## config.mk

```make
export PLATFORM = sky130hd
export DESIGN_NAME = cordic_atan_vec
export DESIGN_NICKNAME = d
export VERILOG_FILES = /design/src/rtl/cordic_pkg.sv /design/src/rtl/cordic_vec_stage.sv /design/src/rtl/cordic_atan_vec.sv
export SDC_FILE = /design/constraint.sdc
export NUM_CORES = 2
export LEC_CHECK = 0
export ABC_AREA = 1
export CORE_MARGIN = 3
export CORE_UTILIZATION = 50
export CTS_CLUSTER_DIAMETER = 30
export DETAILED_ROUTE_END_ITERATION = 7
export GPL_TIMING_DRIVEN = 1
export PLACE_DENSITY = 0.79
export REMOVE_ABC_BUFFERS = 1
export SLEW_MARGIN = 40
export SYNTH_ARGS = -nofsm -noshare
export SYNTH_HDL_FRONTEND = slang
export SYNTH_SLANG_ARGS = --single-unit
```

## constraint.sdc

```tcl
create_clock -name clock -period 59 [get_ports clock]
set_clock_uncertainty 0.05 [all_clocks]
set_input_delay 5.9 -clock clock [delete_from_list [all_inputs] [get_ports clock]]
set_output_delay 5.9 -clock clock [all_outputs]
set_load 0.03 [all_outputs]
```

## src/rtl/cordic_pkg.sv

```systemverilog
// Shared definitions for the vectoring-mode CORDIC arctangent unit.
//   XYW / ZW / FRAC : datapath widths (signed Q2.20 for x, y and the angle z)
//   state_e         : control FSM states
//   NAN_Q           : quiet NaN returned for illegal operands
//   atan_lut()      : round(atan(2^-i) * 2^20) for i = 0..15, zero beyond
package cordic_pkg;

    localparam int unsigned XYW  = 23;
    localparam int unsigned ZW   = 23;
    localparam int unsigned FRAC = 20;
    localparam int unsigned IdxW = 5;

    localparam logic [31:0] NAN_Q = 32'h7FC0_0000;

    typedef enum logic [1:0] {
        StIdle,
        StRun,
        StFin,
        StDone
    } state_e;

    function automatic logic signed [ZW-1:0] atan_lut(input logic [IdxW-1:0] i);
        logic signed [ZW-1:0] a;
        case (i)
            5'd0:    a = 23'h0C90FE;
            5'd1:    a = 23'h076B1A;
            5'd2:    a = 23'h03EB6F;
            5'd3:    a = 23'h01FD5C;
            5'd4:    a = 23'h00FFAB;
            5'd5:    a = 23'h007FF5;
            5'd6:    a = 23'h003FFF;
            5'd7:    a = 23'h002000;
            5'd8:    a = 23'h001000;
            5'd9:    a = 23'h000800;
            5'd10:   a = 23'h000400;
            5'd11:   a = 23'h000200;
            5'd12:   a = 23'h000100;
            5'd13:   a = 23'h000080;
            5'd14:   a = 23'h000040;
            5'd15:   a = 23'h000020;
            default: a = '0;
        endcase
        return a;
    endfunction

endpackage

```

## src/rtl/cordic_vec_stage.sv

```systemverilog
// One combinational vectoring micro-rotation.
//   x, y   in  : vector before this stage (signed Q2.20)
//   z      in  : accumulated angle before this stage (signed Q2.20 rad)
//   shift  in  : iteration index i
//   angle  in  : atan(2^-i) in Q2.20
//   x_nxt, y_nxt, z_nxt out : vector and angle after this stage
// The rotation direction drives y toward zero; x' and y' both use the
// pre-stage x and y.
module cordic_vec_stage
    import cordic_pkg::*;
(
    input  logic signed [XYW-1:0] x,
    input  logic signed [XYW-1:0] y,
    input  logic signed [ZW-1:0]  z,
    input  logic [IdxW-1:0]       shift,
    input  logic signed [ZW-1:0]  angle,
    output logic signed [XYW-1:0] x_nxt,
    output logic signed [XYW-1:0] y_nxt,
    output logic signed [ZW-1:0]  z_nxt
);

    logic signed [XYW-1:0] x_sh;
    logic signed [XYW-1:0] y_sh;

    always_comb begin
        x_sh = x >>> shift;
        y_sh = y >>> shift;
        if (!y[XYW-1]) begin
            x_nxt = x + y_sh;
            y_nxt = y - x_sh;
            z_nxt = z + angle;
        end else begin
            x_nxt = x - y_sh;
            y_nxt = y + x_sh;
            z_nxt = z - angle;
        end
    end

endmodule

```

## src/rtl/cordic_atan_vec.sv

```systemverilog
// Vectoring-mode CORDIC arctangent as a multi-cycle start/done slave.
//   clock   in  : clock
//   aclr    in  : synchronous active-high reset (overrides clk_en)
//   clk_en  in  : advance enable; all state frozen when low
//   start   in  : load new operands, aborting any operation in flight
//   dataa   in  : x operand, IEEE single (legal 0 < x < 1)
//   datab   in  : y operand, IEEE single (legal -1 < y < 1)
//   result  out : atan(y/x) as IEEE single, quiet NaN for illegal operands
//   done    out : result valid; held until next start or aclr
// Unrolls micro-rotations are chained per enabled cycle; done rises
// Iters/Unrolls+2 enabled edges after the start edge.
module cordic_atan_vec
    import cordic_pkg::*;
#(
    parameter int unsigned Unrolls = 4,
    parameter int unsigned Iters   = 16
) (
    input  logic        clock,
    input  logic        aclr,
    input  logic        clk_en,
    input  logic        start,
    input  logic [31:0] dataa,
    input  logic [31:0] datab,
    output logic [31:0] result,
    output logic        done
);

    localparam int unsigned IterW = $clog2(Iters + 1);

    // IEEE single -> signed Q2.20, truncating toward zero. Denormals flush
    // to zero and magnitudes >= 1.0 saturate to 1 - 2^-20.
    function automatic logic signed [XYW-1:0] fix_f32(input logic [31:0] f);
        logic [7:0]     e;
        logic [23:0]    mant;
        logic [23:0]    mag;
        logic [7:0]     sh;
        logic [XYW-1:0] m;
        e    = f[30:23];
        mant = {1'b1, f[22:0]};
        sh   = '0;
        if (e == 8'd0) begin
            mag = '0;
        end else if (e >= 8'd127) begin
            mag = 24'((1 << FRAC) - 1);
        end else begin
            // Exponent 127 - k aligns the hidden bit k places below the
            // binary point of a FRAC-bit fraction.
            sh  = 8'(127 + 23 - FRAC) - e;
            mag = (sh > 8'd23) ? '0 : (mant >> sh);
        end
        m = XYW'(mag);
        return f[31] ? (~m + 1'b1) : m;
    endfunction

    // Signed Q2.20 -> IEEE single, mantissa truncated.
    function automatic logic [31:0] flt_fix(input logic signed [ZW-1:0] z);
        logic [ZW-1:0]   mag;
        logic [4:0]      p;
        logic [2*ZW-1:0] sh;
        logic [7:0]      e;
        mag = z[ZW-1] ? ZW'(-z) : ZW'(z);
        p   = '0;
        for (int b = 0; b < int'(ZW); b++) begin
            if (mag[b]) p = 5'(b);
        end
        // Move the leading one to bit 23 so bits [22:0] are the fraction.
        sh = {{ZW{1'b0}}, mag} << (23 - int'(p));
        e  = 8'(127 - FRAC) + 8'(p);
        if (mag == '0) return 32'h0;
        return {z[ZW-1], e, sh[22:0]};
    endfunction

    state_e                state_q, state_d;
    logic [IterW-1:0]      iter_q, iter_d;
    logic signed [XYW-1:0] x_q, x_d;
    logic signed [XYW-1:0] y_q, y_d;
    logic signed [ZW-1:0]  z_q, z_d;
    logic                  err_q, err_d;
    logic [31:0]           result_q, result_d;
    logic                  done_q, done_d;

    logic                  operand_err;

    logic signed [XYW-1:0] x_s [Unrolls+1];
    logic signed [XYW-1:0] y_s [Unrolls+1];
    logic signed [ZW-1:0]  z_s [Unrolls+1];

    assign x_s[0] = x_q;
    assign y_s[0] = y_q;
    assign z_s[0] = z_q;

    for (genvar k = 0; k < Unrolls; k++) begin : g_stage
        logic [IdxW-1:0] idx;
        assign idx = IdxW'(iter_q) + IdxW'(k);

        cordic_vec_stage u_stage (
            .x     (x_s[k]),
            .y     (y_s[k]),
            .z     (z_s[k]),
            .shift (idx),
            .angle (atan_lut(idx)),
            .x_nxt (x_s[k+1]),
            .y_nxt (y_s[k+1]),
            .z_nxt (z_s[k+1])
        );
    end

    // x must be strictly positive and finite; y only needs to be finite.
    assign operand_err = dataa[31] || (dataa[30:23] == 8'h00) ||
                         (dataa[30:23] == 8'hFF) || (datab[30:23] == 8'hFF);

    always_comb begin
        state_d  = state_q;
        iter_d   = iter_q;
        x_d      = x_q;
        y_d      = y_q;
        z_d      = z_q;
        err_d    = err_q;
        result_d = result_q;
        done_d   = done_q;

        if (start) begin
            // Abort-and-reload from any state; result keeps its old value.
            state_d = StRun;
            iter_d  = '0;
            x_d     = fix_f32(dataa);
            y_d     = fix_f32(datab);
            z_d     = '0;
            err_d   = operand_err;
            done_d  = 1'b0;
        end else begin
            case (state_q)
                StRun: begin
                    if (iter_q == IterW'(Iters)) begin
                        state_d = StFin;
                    end else begin
                        x_d    = x_s[Unrolls];
                        y_d    = y_s[Unrolls];
                        z_d    = z_s[Unrolls];
                        iter_d = iter_q + IterW'(Unrolls);
                    end
                end
                StFin: begin
                    result_d = err_q ? NAN_Q : flt_fix(z_q);
                    done_d   = 1'b1;
                    state_d  = StDone;
                end
                StIdle, StDone: begin
                end
                default: state_d = StIdle;
            endcase
        end
    end

    always_ff @(posedge clock) begin
        if (aclr) begin
            state_q  <= StIdle;
            iter_q   <= '0;
            x_q      <= '0;
            y_q      <= '0;
            z_q      <= '0;
            err_q    <= 1'b0;
            result_q <= '0;
            done_q   <= 1'b0;
        end else if (clk_en) begin
            state_q  <= state_d;
            iter_q   <= iter_d;
            x_q      <= x_d;
            y_q      <= y_d;
            z_q      <= z_d;
            err_q    <= err_d;
            result_q <= result_d;
            done_q   <= done_d;
        end
    end

    assign result = result_q;
    assign done   = done_q;

endmodule

```

[Yosys cells after proc, flatten, opt, wreduce, memory -nomap -nowiden]
Memories as Yosys holds them, arrays and structs flattened. A register that Yosys moved wholly into a read port is not among the register bits.
Index checks and enable logic that the tools add are counted.
Word-level totals
  bits in registers: 110
  ROM bits: 1280
  output and inout bits: 33
  memories: 4
Memories
  (no name shown): depth 16, bits a word 20, read ports 1, clocked after memory_dff 0, write ports 0, RTL line cordic_pkg.sv:24  | case (i)
  (no name shown): depth 16, bits a word 20, read ports 1, clocked after memory_dff 0, write ports 0, RTL line cordic_pkg.sv:24
  (no name shown): depth 16, bits a word 20, read ports 1, clocked after memory_dff 0, write ports 0, RTL line cordic_pkg.sv:24
  (no name shown): depth 16, bits a word 20, read ports 1, clocked after memory_dff 1, write ports 0, RTL line cordic_pkg.sv:24
Operators by class
  add/sub/neg operators: 35
  magnitude comparators: 4
  equality and inequality tests: 7
  shift operators: 11
  mux-type cells: 76
  bitwise operators: 3
  reductions and logical operators: 14
Operators with widths (number)
  23-bit two-way mux: 36
  23-bit adder: 12
  23-bit subtractor: 12
  23-bit by 5-bit >>> shifter with 23-bit output: 8
  5-bit two-way mux: 26
  32-bit two-way mux: 3
  24-bit by 8-bit >> shifter with 23-bit output: 2
  23-bit by 1-bit adder with 23-bit output (second input constant): 2
  23-bit NOT: 2
  23-bit by 32-bit << shifter with 23-bit output: 1
  23-bit logical NOT: 1
  23-bit negation: 1
  8-bit equality test (second input constant): 2
  8-bit by 7-bit >= comparator with 1-bit output (second input constant): 2
  8-bit by 5-bit > comparator with 1-bit output (second input constant): 2
  8-bit logical NOT: 2
  8-bit subtractor (first input constant): 2
  5-bit by 2-bit adder with 5-bit output (second input constant): 2
  3-bit AND reduction: 3
  7-bit by 5-bit adder with 8-bit output (first input constant): 1
  4-bit two-way mux: 2
  1-bit two-way mux: 6
  5-bit by 5-bit subtractor with 6-bit output (first input constant): 1
  5-bit by 1-bit adder with 5-bit output (second input constant): 1
  13 further kinds: 18

[Logic depth before layout (Yosys ltp)]
  depth in word-level cells: 30
  mapped depth: 155
  depth with buffers taken out: 148

[By module]
Synthesis repeated with hierarchy kept, for this count alone.
Unflattened totals
  cells, all modules: 7827
  area, all modules: 42513.3 um2
By module, submodules not included
  cordic_vec_stage (g_stage[0].u_stage ...): times used 2, cells each 1407, area each 7417.1 um2, sequential area each 0.0 um2
  cordic_atan_vec: times used 1, cells each 2197, area each 12493.2 um2, sequential area each 2602.5 um2
  cordic_vec_stage (g_stage[2].u_stage): times used 1, cells each 1415, area each 7599.8 um2, sequential area each 0.0 um2
  cordic_vec_stage (g_stage[3].u_stage): times used 1, cells each 1401, area each 7586.0 um2, sequential area each 0.0 um2

[Least setup slack after synthesis]
OpenSTA, ideal clock, no wires.
  path type: register to register
  start point: register iter_q[0]
  end point: register x_q[22]
  library setup time: 0.132 ns
  arrival: 18.283 ns
  data required time: 58.818 ns
  path slack: 40.535 ns
  cell stages (with the launch flop): 141
  buffers on the path: 11
  cell sequence: dfxtp_1 buf_4 buf_6 buf_2 buf_2 buf_1 buf_1 clkbuf_1 buf_2 clkbuf_1 buf_1 clkbuf_1 a21oi_1 o21ai_0 o211ai_1 a22oi_1 nand2_1 inv_1 [... 105 more ...] inv_1 nor2_1 inv_1 a21oi_1 o21ai_0 inv_1 o21ai_0 nand3_1 nand2_1 nand2_1 nand2_1 a21oi_1 xnor2_1 inv_1 nand3_1 nand3_1 nand2_1 a21oi_1
Between the ends
  longest elaborated chain between the ends: 15
RTL lines
  start: declaration: RTL line cordic_atan_vec.sv:74  | logic [IterW-1:0] iter_q, iter_d;
  start signal: assignment: RTL line cordic_atan_vec.sv:167  | iter_q <= iter_d;
  23-bit by 5-bit >>> shifter with 23-bit output: RTL line cordic_vec_stage.sv:26  | x_sh = x >>> shift;
  23-bit subtractor / 23-bit adder (equally long branches): RTL line cordic_vec_stage.sv:30, cordic_vec_stage.sv:34
  23-bit two-way mux: RTL line cordic_vec_stage.sv:28  | if (!y[XYW-1]) begin
  23-bit by 5-bit >>> shifter with 23-bit output: RTL line cordic_vec_stage.sv:27  | y_sh = y >>> shift;
  23-bit adder / 23-bit subtractor (equally long branches): RTL line cordic_vec_stage.sv:29, cordic_vec_stage.sv:33
  23-bit two-way mux: RTL line cordic_vec_stage.sv:28
  23-bit by 5-bit >>> shifter with 23-bit output: RTL line cordic_vec_stage.sv:26
  23-bit subtractor / 23-bit adder (equally long branches): RTL line cordic_vec_stage.sv:30, cordic_vec_stage.sv:34
  23-bit two-way mux: RTL line cordic_vec_stage.sv:28
  23-bit by 5-bit >>> shifter with 23-bit output: RTL line cordic_vec_stage.sv:27
  23-bit adder / 23-bit subtractor (equally long branches): RTL line cordic_vec_stage.sv:29, cordic_vec_stage.sv:33
  23-bit two-way mux: RTL line cordic_vec_stage.sv:28
  23-bit two-way mux: RTL line cordic_atan_vec.sv:134  | if (iter_q == IterW'(Iters)) begin
  23-bit two-way mux: RTL line cordic_atan_vec.sv:132  | case (state_q)
  23-bit two-way mux: RTL line cordic_atan_vec.sv:122  | if (start) begin
  end signal: assignment: RTL line cordic_atan_vec.sv:159  | x_q <= '0;
  end signal: assignment: RTL line cordic_atan_vec.sv:168  | x_q <= x_d;
  end: declaration: RTL line cordic_atan_vec.sv:75  | logic signed [XYW-1:0] x_q, x_d;
Several ways; a longest one is shown, not always the timed one. The select of a mux whose other input is x is not followed.
A chain may end at the register's enable or synchronous reset.

[Worst setup path after layout]
  start point: register iter_q[2]
  end point: register y_q[20]
Between the ends
  longest elaborated chain between the ends: 15
RTL lines
  23-bit by 5-bit >>> shifter with 23-bit output: RTL line cordic_vec_stage.sv:27
  23-bit adder / 23-bit subtractor (equally long branches): RTL line cordic_vec_stage.sv:29, cordic_vec_stage.sv:33
  23-bit two-way mux: RTL line cordic_vec_stage.sv:28
  23-bit by 5-bit >>> shifter with 23-bit output: RTL line cordic_vec_stage.sv:26
  23-bit subtractor / 23-bit adder (equally long branches): RTL line cordic_vec_stage.sv:30, cordic_vec_stage.sv:34
  23-bit two-way mux: RTL line cordic_vec_stage.sv:28
  23-bit by 5-bit >>> shifter with 23-bit output: RTL line cordic_vec_stage.sv:27
  23-bit adder / 23-bit subtractor (equally long branches): RTL line cordic_vec_stage.sv:29, cordic_vec_stage.sv:33
  23-bit two-way mux: RTL line cordic_vec_stage.sv:28
  23-bit by 5-bit >>> shifter with 23-bit output: RTL line cordic_vec_stage.sv:26
  23-bit subtractor / 23-bit adder (equally long branches): RTL line cordic_vec_stage.sv:30, cordic_vec_stage.sv:34
  23-bit two-way mux: RTL line cordic_vec_stage.sv:28
  23-bit two-way mux: RTL line cordic_atan_vec.sv:134
  23-bit two-way mux: RTL line cordic_atan_vec.sv:132
  23-bit two-way mux: RTL line cordic_atan_vec.sv:122
  end signal: assignment: RTL line cordic_atan_vec.sv:169  | y_q <= y_d;
  end: declaration: RTL line cordic_atan_vec.sv:76  | logic signed [XYW-1:0] y_q, y_d;
Several ways; a longest one is shown, not always the timed one. The select of a mux whose other input is x is not followed.

==> qor.csv <==
stage;metric;value;unit
place;# port buffers;100;
routing;routed via count;45830;
routing;Residual DRC;0;
die;Initial Utilization;0.5074;
cts;Setup Fix Bufs, Post-CTS;0;
logic_synthesis;cell with the most instances after synthesis;nand2_1;
sta;final setup vio count;0;
critical_path;Levels on crit path;132;
global_routing;global-route wire length before repair;227.4;mm
cts;clock sinks;130;
job;maxcap violations;0;
logic_synthesis;Synth top cells by count;nand2_1, inv_1, o21ai_0, nand3_1, nor2_1;
logic_synthesis;syn avg cell area;5.547;sq um
sta;Fin. Hold Viols;0;
routing;Vias per Instance;5.938;
logic_synthesis;top cell type's share of synthesized area;0.1876;
cts;CTS hold repair buffers;0;
logic_synthesis;synthesized area;38030;sq um
cts;CTS root buf;clkbuf_16;
final_layout;share of cells above drive strength 1;0.05025;
die;Die H;281.8;microns
status;outcome;complete, no violations;
logic_synthesis;Main synth FF type;dfxtp_1;
critical_path;Setup Crit Path Kind;reg -> reg;
cts;Worst-path clk slew;60;ps
sta;worst-margin pin slew;966.9;ps
cts;CTS tree;done;
critical_path;worst-path fanout max;51;
global_routing;largest net degree at the start of global routing;128;
die;die area;79410;sq um
critical_path;WP buf/inv;17;
logic_synthesis;Netlist cell types;83;
logic_synthesis;sequential share of the synthesized area;0.06843;
critical_path;most used cell, CP;nand2_1;
global_routing;initial antenna violation count;4;
die;Core Area;74950;sq um
logic_synthesis;async set or reset register ratio after synthesis;0;
final_layout;Area Growth Syn to Fin;4.952;%
die;Placement Rows;100;
logic_synthesis;Syn. warnings;0;
die;IO Pins;101;
logic_synthesis;number of flops mapped to enable cells by yosys;0;
global_routing;number of global-route vias before repair;40650;
final_layout;Final Net Count;7141;
die;Die Wd;281.8;microns
critical_path;CP top delay family;simple AND/OR/NAND/NOR gates;
sta;top achievable clock speed;47.62;MHz
sta;Worst slew margin;0.3532;
logic_synthesis;top post-synthesis cells by area;nand2_1, ha_1, o21ai_0;
min_path;HP Class;reg -> reg;
cts;CTS Buf Count;17;
critical_path;Reg2Reg Depth;132;
min_path;worst hold stages;2;
place;Final HPWL DP;121.4;mm
critical_path;slowest CP cell;clkinv_2;
cts;Clock Latency Late Sink;450;ps
place;GPL Wtd Cong;1.046;
critical_path;Critical Path AT;21320;ps
cts;CTS H-Tree Depth;4;
routing;1st-iter DRT viols;4800;
critical_path;CP peak stage delay;760;ps
sta;fin crit period;21000;ps
critical_path;startpoint types;register;
routing;ANT nets after route;0;
sta;final slew viol count;0;
critical_path;element type at the critical path end;register;
routing;Detailed Routing Iterations Pass 1;7;
logic_synthesis;largest area contributor in the netlist;nand2_1;
routing;post-DR wirelength/cell;19.41;microns
sta;final period utilization;0.3559;
logic_synthesis;Seq cells post-synth;130;
critical_path;CP Data Required Time;59320;ps
cts;Clock Path Buffers;2;
sta;RSZ-0062 raised after global routing;false;
cts;Resized Gates After CTS;0;
global_routing;Congestion Overflow GR;0;
routing;wirelength, routed;149.8;mm
global_routing;total track usage;0.3620;
sta;final setup TNS;0;ps
logic_synthesis;synthesized instance count;6856;
[layout by cell type (no fill, tap or decap), types with 17 or more instances in the layout]
cell,synthesis,layout
nand3_1,611,611
dfxtp_1,130,127
clkdlybuf4s50_1,0,98
nand2_2,48,49
inv_2,33,33
xor2_1,288,284
nor2_1,503,499
clkinv_1,17,18
mux2i_1,42,42
o211ai_1,75,75
a21o_1,26,26
o21bai_1,40,40
a31oi_1,80,80
ha_1,328,327
nand3_2,18,18
nor2_2,29,32
or2_2,52,52
nand4_1,38,38
inv_1,721,719
a21oi_1,442,442
nand2_1,1901,1900
buf_4,30,53
o21a_1,19,19
o31ai_1,17,17
o21ai_0,654,651
nor3_1,73,73
o21ai_1,84,87
clkbuf_16,0,17
xnor2_1,108,106
[layout make-up]
type                    instances  area, sq um
fillers                      8043        35030
multi-input cells            5654        31180
inverters                     776         2933
flip-flops and latches        130         2611
repair buffers                154         1416
well taps                     969         1212
clock buffers                  19        432.9
clock inverters                13        123.9
diodes                          2        5.005
[per-layer routing]
| metal | wire, microns | global-route usage |
|---|---|---|
| met1 | 61910 | 0.4706 |
| met3 | 14190 | 0.06243 |
| met2 | 63160 | 0.5611 |
| met5 | 19 | 0 |
| met4 | 10470 | 0.2156 |
[cells by family (layout without fill, tap and decap cells)]
| family | after synthesis | in the layout | share of synthesized area |
|---|---|---|---|
| AO/OA/AOI/OAI | 1543 | 1543 | 0.2276 |
| XOR/XNOR | 397 | 397 | 0.09163 |
| adder cells (fa/ha/maj) | 340 | 340 | 0.1142 |
| buffers and inverters | 1072 | 962 | 0.1141 |
| flip-flops | 130 | 130 | 0.06843 |
| multiplexers | 45 | 45 | 0.01194 |
| other | 0 | 2 | 0 |
| AND/OR/NAND/NOR | 3329 | 3329 | 0.3720 |
[per-stage QoR]
step	hold WS [ps]	std cells	cell area, sq um	utilization	setup WS, ps
after floorplan	405.8	6560	36620	-	36380
after global placement	389.5	7682	39250	0.5237	38740
after detailed placement	393.2	7683	39310	0.5245	38600
after CTS	403.1	7715	39870	0.5320	38510
after global routing	431.8	7715	39910	0.5325	35780
final	398.0	7717	39910	0.5326	38000
[worst min-delay path, delay by kind of cell (launching register included)]
family | cells | cell delay [ps]
flip-flops | 1 | 310
buffers and inverters | 1 | 40
AO/OA/AOI/OAI | 1 | 50
[worst paths after layout]
path                                             start  slack [ps]              endpoint
worst max register to register  iter_q[2]$_SDFFE_PP0P_       38000  y_q[20]$_SDFFE_PP0P_
worst min register to register       done$_SDFFE_PP0P_         400     done$_SDFFE_PP0P_
worst max-delay path            iter_q[2]$_SDFFE_PP0P_       38000  y_q[20]$_SDFFE_PP0P_
worst min-delay path                 done$_SDFFE_PP0P_         400     done$_SDFFE_PP0P_
Power is left out: the tool's default activity adds up to more than one toggle a clock period on the data nets, which glitch-free logic cannot reach.
